[config.mk]
export PLATFORM = sky130hd
export DESIGN_NAME = brq_tlul_host_arb
export DESIGN_NICKNAME = d
export VERILOG_FILES = /design/src/rtl/brq_tlul_host_arb.sv
export SDC_FILE = /design/constraint.sdc
export NUM_CORES = 1
export LEC_CHECK = 0
export BUFFER_PORTS_ARGS = -buffer_cell sky130_fd_sc_hd__buf_4
export CAP_MARGIN = 20
export CORE_MARGIN = 8
export CORE_UTILIZATION = 40
export CTS_BUF_LIST = sky130_fd_sc_hd__clkbuf_4
export DETAILED_ROUTE_END_ITERATION = 16
export GPL_ROUTABILITY_DRIVEN = 0
export GPL_TIMING_DRIVEN = 0
export PLACE_DENSITY = 0.66
export SLEW_MARGIN = 20
export SYNTH_ARGS = -nofsm -noshare
export SYNTH_HDL_FRONTEND = slang
export SYNTH_SLANG_ARGS = --single-unit
[constraint.sdc]
create_clock -name clk_i -period 13.79 [get_ports clk_i]
set_input_delay 0.6895 -clock clk_i [delete_from_list [all_inputs] [get_ports clk_i]]
set_output_delay 0.6895 -clock clk_i [all_outputs]
set_load 0.05 [all_outputs]
[src/rtl/brq_tlul_host_arb.sv]
// Multi-host TL-UL arbiter: selects one core request per cycle onto a single A channel and returns
// per-host responses in request order, re-ordering D beats through a per-host slot buffer.

package brq_tlul_pkg;
  parameter int TL_AW  = 32;
  parameter int TL_DW  = 32;
  parameter int TL_AIW = 8;
  parameter int TL_DIW = 1;
  parameter int TL_SZW = 2;
  parameter int TL_DBW = 4;

  parameter logic [2:0] PutFullData    = 3'h0;
  parameter logic [2:0] PutPartialData = 3'h1;
  parameter logic [2:0] Get            = 3'h4;
  parameter logic [2:0] AccessAck      = 3'h0;
  parameter logic [2:0] AccessAckData  = 3'h1;

  typedef struct packed {
    logic              a_valid;
    logic [2:0]        a_opcode;
    logic [2:0]        a_param;
    logic [TL_SZW-1:0] a_size;
    logic [TL_AIW-1:0] a_source;
    logic [TL_AW-1:0]  a_address;
    logic [TL_DBW-1:0] a_mask;
    logic [TL_DW-1:0]  a_data;
    logic              d_ready;
  } tl_h2d_t;

  typedef struct packed {
    logic              d_valid;
    logic [2:0]        d_opcode;
    logic [2:0]        d_param;
    logic [TL_SZW-1:0] d_size;
    logic [TL_AIW-1:0] d_source;
    logic [TL_DIW-1:0] d_sink;
    logic [TL_DW-1:0]  d_data;
    logic              d_error;
    logic              a_ready;
  } tl_d2h_t;
endpackage

module brq_tlul_host_arb
  import brq_tlul_pkg::*;
#(
  parameter int NumHosts = 2,
  parameter int MaxReqs  = 2,
  parameter int ArbMode  = 0
) (
  input  logic                     clk_i,
  input  logic                     rst_i,
  input  logic [NumHosts-1:0]      host_req_i,
  output logic [NumHosts-1:0]      host_gnt_o,
  input  logic [NumHosts-1:0][31:0] host_addr_i,
  input  logic [NumHosts-1:0]      host_we_i,
  input  logic [NumHosts-1:0][3:0] host_be_i,
  input  logic [NumHosts-1:0][31:0] host_wdata_i,
  output logic [NumHosts-1:0]      host_rvalid_o,
  output logic [NumHosts-1:0][31:0] host_rdata_o,
  output logic [NumHosts-1:0]      host_err_o,
  output tl_h2d_t                  tl_h_o,
  input  tl_d2h_t                  tl_h_i,
  output logic                     rsp_unexp_o
);

  localparam int SlotBits = $clog2(MaxReqs);
  localparam int HostBits = $clog2(NumHosts);
  localparam int PW       = (SlotBits > 0) ? SlotBits : 1;
  localparam int HW       = (HostBits > 0) ? HostBits : 1;
  localparam int CW       = $clog2(MaxReqs + 1);

  if (NumHosts < 1 || NumHosts > 4) begin : gen_bad_num_hosts
    $error("NumHosts must be in 1..4");
  end
  if (MaxReqs < 1 || MaxReqs > 8 || (MaxReqs & (MaxReqs - 1)) != 0) begin : gen_bad_max_reqs
    $error("MaxReqs must be a power of two in 1..8");
  end
  if (HostBits + SlotBits > TL_AIW) begin : gen_bad_source_width
    $error("host index and slot do not fit in a_source");
  end

  function automatic logic [PW-1:0] ptr_inc(input logic [PW-1:0] p);
    return (int'(p) == MaxReqs - 1) ? '0 : p + PW'(1);
  endfunction

  logic [PW-1:0]      wptr_q     [NumHosts];
  logic [PW-1:0]      rptr_q     [NumHosts];
  logic [CW-1:0]      cnt_q      [NumHosts];
  logic [MaxReqs-1:0] pend_q     [NumHosts];
  logic [MaxReqs-1:0] done_q     [NumHosts];
  logic [MaxReqs-1:0] buf_err_q  [NumHosts];
  logic [31:0]        buf_data_q [NumHosts][MaxReqs];
  logic [HW-1:0]      rr_q;

  logic [NumHosts-1:0] elig;
  logic [HW-1:0]       sel_idx;
  logic                sel_found;
  int                  cand;
  logic                a_valid;
  logic                a_fire;

  always_comb begin
    elig = '0;
    for (int h = 0; h < NumHosts; h++) begin
      elig[h] = host_req_i[h] && (cnt_q[h] < CW'(MaxReqs));
    end
  end

  // Round robin scans upward from rr_q; fixed priority scans from host 0.
  always_comb begin
    sel_idx   = '0;
    sel_found = 1'b0;
    cand      = 0;
    for (int i = 0; i < NumHosts; i++) begin
      cand = (ArbMode == 1) ? (int'(rr_q) + i) % NumHosts : i;
      if (!sel_found && elig[cand]) begin
        sel_found = 1'b1;
        sel_idx   = HW'(cand);
      end
    end
  end

  assign a_valid = sel_found & ~rst_i;
  assign a_fire  = a_valid & tl_h_i.a_ready;

  always_comb begin
    host_gnt_o = '0;
    if (a_fire) host_gnt_o[sel_idx] = 1'b1;
  end

  always_comb begin
    tl_h_o           = '0;
    tl_h_o.a_valid   = a_valid;
    tl_h_o.a_size    = 2'd2;
    tl_h_o.a_source  = TL_AIW'((int'(sel_idx) << SlotBits) | int'(wptr_q[sel_idx]));
    tl_h_o.a_address = host_addr_i[sel_idx] & 32'hFFFF_FFFC;
    tl_h_o.a_data    = host_wdata_i[sel_idx];
    tl_h_o.d_ready   = 1'b1;
    if (!host_we_i[sel_idx]) begin
      tl_h_o.a_opcode = Get;
      tl_h_o.a_mask   = 4'hF;
    end else if (host_be_i[sel_idx] == 4'hF) begin
      tl_h_o.a_opcode = PutFullData;
      tl_h_o.a_mask   = 4'hF;
    end else begin
      tl_h_o.a_opcode = PutPartialData;
      tl_h_o.a_mask   = host_be_i[sel_idx];
    end
  end

  // D channel decode: host index is everything above the slot field.
  int                       d_host;
  logic [PW-1:0]            d_slot;
  logic [NumHosts-1:0]      d_hit;
  logic [NumHosts-1:0]      d_direct;
  logic [NumHosts-1:0]      retire;
  logic [NumHosts-1:0][31:0] ret_data;
  logic [NumHosts-1:0]      ret_err;

  assign d_host = int'(tl_h_i.d_source >> SlotBits);
  assign d_slot = PW'(int'(tl_h_i.d_source) & (MaxReqs - 1));

  always_comb begin
    d_hit    = '0;
    d_direct = '0;
    retire   = '0;
    ret_data = '0;
    ret_err  = '0;
    for (int h = 0; h < NumHosts; h++) begin
      d_hit[h] = tl_h_i.d_valid && (d_host == h) &&
                 pend_q[h][d_slot] && !done_q[h][d_slot];
      // A beat for the oldest slot retires straight to the core without buffering.
      d_direct[h] = d_hit[h] && (d_slot == rptr_q[h]);
      retire[h]   = done_q[h][rptr_q[h]] | d_direct[h];
      if (done_q[h][rptr_q[h]]) begin
        ret_data[h] = buf_data_q[h][rptr_q[h]];
        ret_err[h]  = buf_err_q[h][rptr_q[h]];
      end else begin
        ret_data[h] = tl_h_i.d_data;
        ret_err[h]  = tl_h_i.d_error;
      end
    end
  end

  assign rsp_unexp_o = tl_h_i.d_valid & ~(|d_hit) & ~rst_i;

  always_ff @(posedge clk_i or posedge rst_i) begin
    if (rst_i) begin
      rr_q          <= '0;
      host_rvalid_o <= '0;
      host_rdata_o  <= '0;
      host_err_o    <= '0;
      for (int h = 0; h < NumHosts; h++) begin
        wptr_q[h]    <= '0;
        rptr_q[h]    <= '0;
        cnt_q[h]     <= '0;
        pend_q[h]    <= '0;
        done_q[h]    <= '0;
        buf_err_q[h] <= '0;
        for (int s = 0; s < MaxReqs; s++) buf_data_q[h][s] <= '0;
      end
    end else begin
      if (a_fire) begin
        rr_q <= (int'(sel_idx) == NumHosts - 1) ? '0 : sel_idx + HW'(1);
      end
      for (int h = 0; h < NumHosts; h++) begin
        host_rvalid_o[h] <= retire[h];
        if (retire[h]) begin
          host_rdata_o[h]          <= ret_data[h];
          host_err_o[h]            <= ret_err[h];
          pend_q[h][rptr_q[h]]     <= 1'b0;
          done_q[h][rptr_q[h]]     <= 1'b0;
          rptr_q[h]                <= ptr_inc(rptr_q[h]);
        end
        if (host_gnt_o[h]) begin
          pend_q[h][wptr_q[h]] <= 1'b1;
          done_q[h][wptr_q[h]] <= 1'b0;
          wptr_q[h]            <= ptr_inc(wptr_q[h]);
        end
        if (d_hit[h] && !d_direct[h]) begin
          buf_data_q[h][d_slot] <= tl_h_i.d_data;
          buf_err_q[h][d_slot]  <= tl_h_i.d_error;
          done_q[h][d_slot]     <= 1'b1;
        end
        if (host_gnt_o[h] && !retire[h]) begin
          cnt_q[h] <= cnt_q[h] + CW'(1);
        end else if (!host_gnt_o[h] && retire[h]) begin
          cnt_q[h] <= cnt_q[h] - CW'(1);
        end
      end
    end
  end

  logic unused_d_fields;
  assign unused_d_fields = ^{tl_h_i.d_opcode, tl_h_i.d_param, tl_h_i.d_size, tl_h_i.d_sink};

endmodule

==> results.cfg <==
[pwr]
p_clk_share_pct = 29.7
swShare_pct = 37.4
pwr_density_cell_nw_per_um2 = 117
switching_power_uw = 632
pwr-share-comb_pct = 30.4
power_frac_seq_pct = 39.9
p_leak_nw = 7.22
vdd.ir_drop.worst_v = 0.0000667
p_int_mw = 1.06

[placed_design]
place_ws_ns = 10.32
hpwlAfterDp_mm = 27.8
numPortBuffers = 321

[die]
die_area_um2 = 32500
placement_rows = 60
start_util_pct = 40.4
ios = 351
die_h_um = 180
core_um2 = 26700
die_w_um = 180

[timing]
fin_skew_ns = 0.0286
finalHoldViolations = 0
timing.final.crit_period_ns = 3.70
worst_pin_slew_ns = 1.07
fin_ws_ns = 10.09
fmax_mhz = 270
finalSetupTns_ns = 0
relSlewSlack_pct = 27.7
finalCritPeriodShare_pct = 26.8
drv_slew = 0
rsz0062_at_grt = no
setup_viol = 0

[synthesis]
synth-main-ff-cell = dfrtp_1
postSynthCellCount = 998
synth_warnings = 0
synth.yosys.seq_area_share_pct = 50.0
synth_area_um2 = 10800
synth_cell_types = 51
synth-seq-cells = 216
synth_area_per_cell_um2 = 10.8
synth_edf_count = 0
async_flop_share_pct = 100

[global_route]
grt_pass1_vias = 9680
grt_max_degree = 106
overflow = 0
antenna_found_initial = 1
grt_pass1_wl_mm = 56.3
grtUsageTotal_pct = 21.9

[cts]
root_buffer = clkbuf_4
post_cts_resized = 0
cts_hold_buf = 0
worstSkewPairLatency_ns = 0.66
numClockSinks = 216
cts_max_level = 2
cts_buffers = 54
cts_tree = built
cts_setup_buffers = 0
path_clk_slew_ns = 0.06
clockBufferDepth = 3

[worst_setup_path]
crit_fanout = 10
worstRegToRegCells = 9
worstPathArrival_ns = 3.01
cp-start-kind = flip-flop
worstSetupPathType = flip-flop to primary output
cpMostUsedCell = nand2_1
cp.required_ns = 13.10
worstSetupPathDepth = 8
cp-end-kind = primary output
worstPathCellList = nor2b_1, nand2_1, inv_2, clkbuf_1, buf_1, nand2_1, nand2_1, buf_4
cpMaxStageDelayCell = clkbuf_1
path_buf_inv = 4
path_delay_family = buffers and inverters
worst_path_largest_cell_delay_ns = 0.51

[routing]
vias = 9114
wl_per_cell_um = 20.8
wl_mm = 36.6
drc = 0
viasPerCell = 5.17
drt_iter0_markers = 528
firstDrtPassIters = 6
drtAntennaViolNets = 0

[final_layout]
drive_above_1_share_pct = 40.3
final_nets = 1586
fill_cells = 2420
seq_area_um2 = 5410
final_util_pct = 53.8
syn2layout_area_growth_pct = 33.0
multiInputGateArea_um2 = 4930

[run]
maxCapViolCount = 0

[worst_hold_path]
hold_class = input port to asynchronous set/reset pin

[status]
status = finished, final reports clean
-- final timing paths --
path / from / end / slack (ns)
worst max-delay path: cnt_q[1] / tl_h_o[19] / 10.09
worst min-delay path: rst_i / cnt_q[2] / 0.05
worst max register to register: done_q[1] / cnt_q[1] / 10.86
worst min register to register: cnt_q[1] / cnt_q[1] / 0.48
max in group asynchronous: rst_i / buf_data_q[56] / 12.89
min in group clk_i: tl_h_i[6] / buf_data_q[4] / 0.31
-- logic make-up after synthesis --
group / synth area share (%)
DFF: 50.0
muxes: 18.8
and+or+nand+nor: 14.8
other: 0.0695
adders and majority gates: 0.232
xor gates and xnor gates: 0.811
buffers and inverters: 4.84
AOI/OAI and AO/OA: 10.4
-- through the flow --
stage	hold slack, ns	std cells	instance area, um^2	power, mW
detailed placement	0.471	1675	13800	1.20
CTS	0.00995	1762	14400	1.71
floorplan	0.442	1011	10900	0.999
global route	0.0303	1763	14400	1.77
finish	0.0468	1763	14400	1.69
global placement	0.461	1673	13700	1.20
-- Yosys cell counts (all sizes together), types with 12 or more instances --
| master | count | area (um^2) |
|---|---|---|
| inv | 12 | 45.0 |
| a211oi | 34 | 255 |
| nor2b | 36 | 225 |
| mux2i | 32 | 320 |
| mux2 | 133 | 1720 |
| nand3 | 48 | 270 |
| dfrtp | 216 | 5410 |
| o21ai | 41 | 205 |
| a221o | 32 | 320 |
| clkbuf | 46 | 173 |
| a31oi | 34 | 213 |
| nor2 | 39 | 146 |
| buf | 41 | 305 |
| nand2 | 206 | 773 |
-- power by group through the flow --
stage / logic (mW) / clock network [mW] / registers (mW)
final: 0.514 / 0.501 / 0.674
after global routing: 0.540 / 0.550 / 0.676
after CTS: 0.520 / 0.516 / 0.673
after detailed placement: 0.519 / 0 / 0.685
after global placement: 0.513 / 0 / 0.684
after floorplan: 0.297 / 0 / 0.702
-- area by class of cell --
| class | instances | area share [%] |
|---|---|---|
| Antenna cell | 1 | 0.0174 |
| Inverter | 12 | 0.366 |
| Clock buffer | 75 | 3.92 |
| Timing Repair Buffer | 323 | 17.1 |
| Multi-Input combinational cell | 696 | 34.3 |
| Sequential cell | 216 | 37.6 |
| Tap cell | 341 | 2.97 |
| Buffer | 87 | 3.33 |
| Clock inverter | 12 | 0.348 |
-- layout by cell type, fill, tap and decap left out, types with 7 or more instances in the layout --
cell type,n
mux2_1,13
a221o_1,32
buf_2,7
dfrtp_1,216
mux2_4,58
clkinv_1,9
nor2b_1,36
inv_1,10
mux2i_1,32
o21ai_0,40
nor2_1,39
buf_6,9
clkbuf_1,46
nand3_1,45
a31oi_1,34
conb_1,15
nand2_1,206
buf_4,341
mux2_2,62
clkbuf_4,75
a211oi_1,34
-- state kept, by name, summed over array words and instances, names as in the netlist --
name / cells
done_q: 4
cnt_q: 4
buf_err_q: 4
host_err_o: 2
buf_data_q: 128
host_rdata_o: 64
wptr_q: 2
pend_q: 4
rptr_q: 2
host_rvalid_o: 2
-- layer usage --
layer,routed length (um),share of wire [%],vias up,track usage [%]
met5,0,0,-,0
met4,908,2.5,0,6.55
met3,2320,6.3,49,5.99
met2,19100,52,322,39.7
met1,14300,39,4451,24.7
li1,-,-,4292,-
Note: power is estimated with default switching activity, not from simulation.
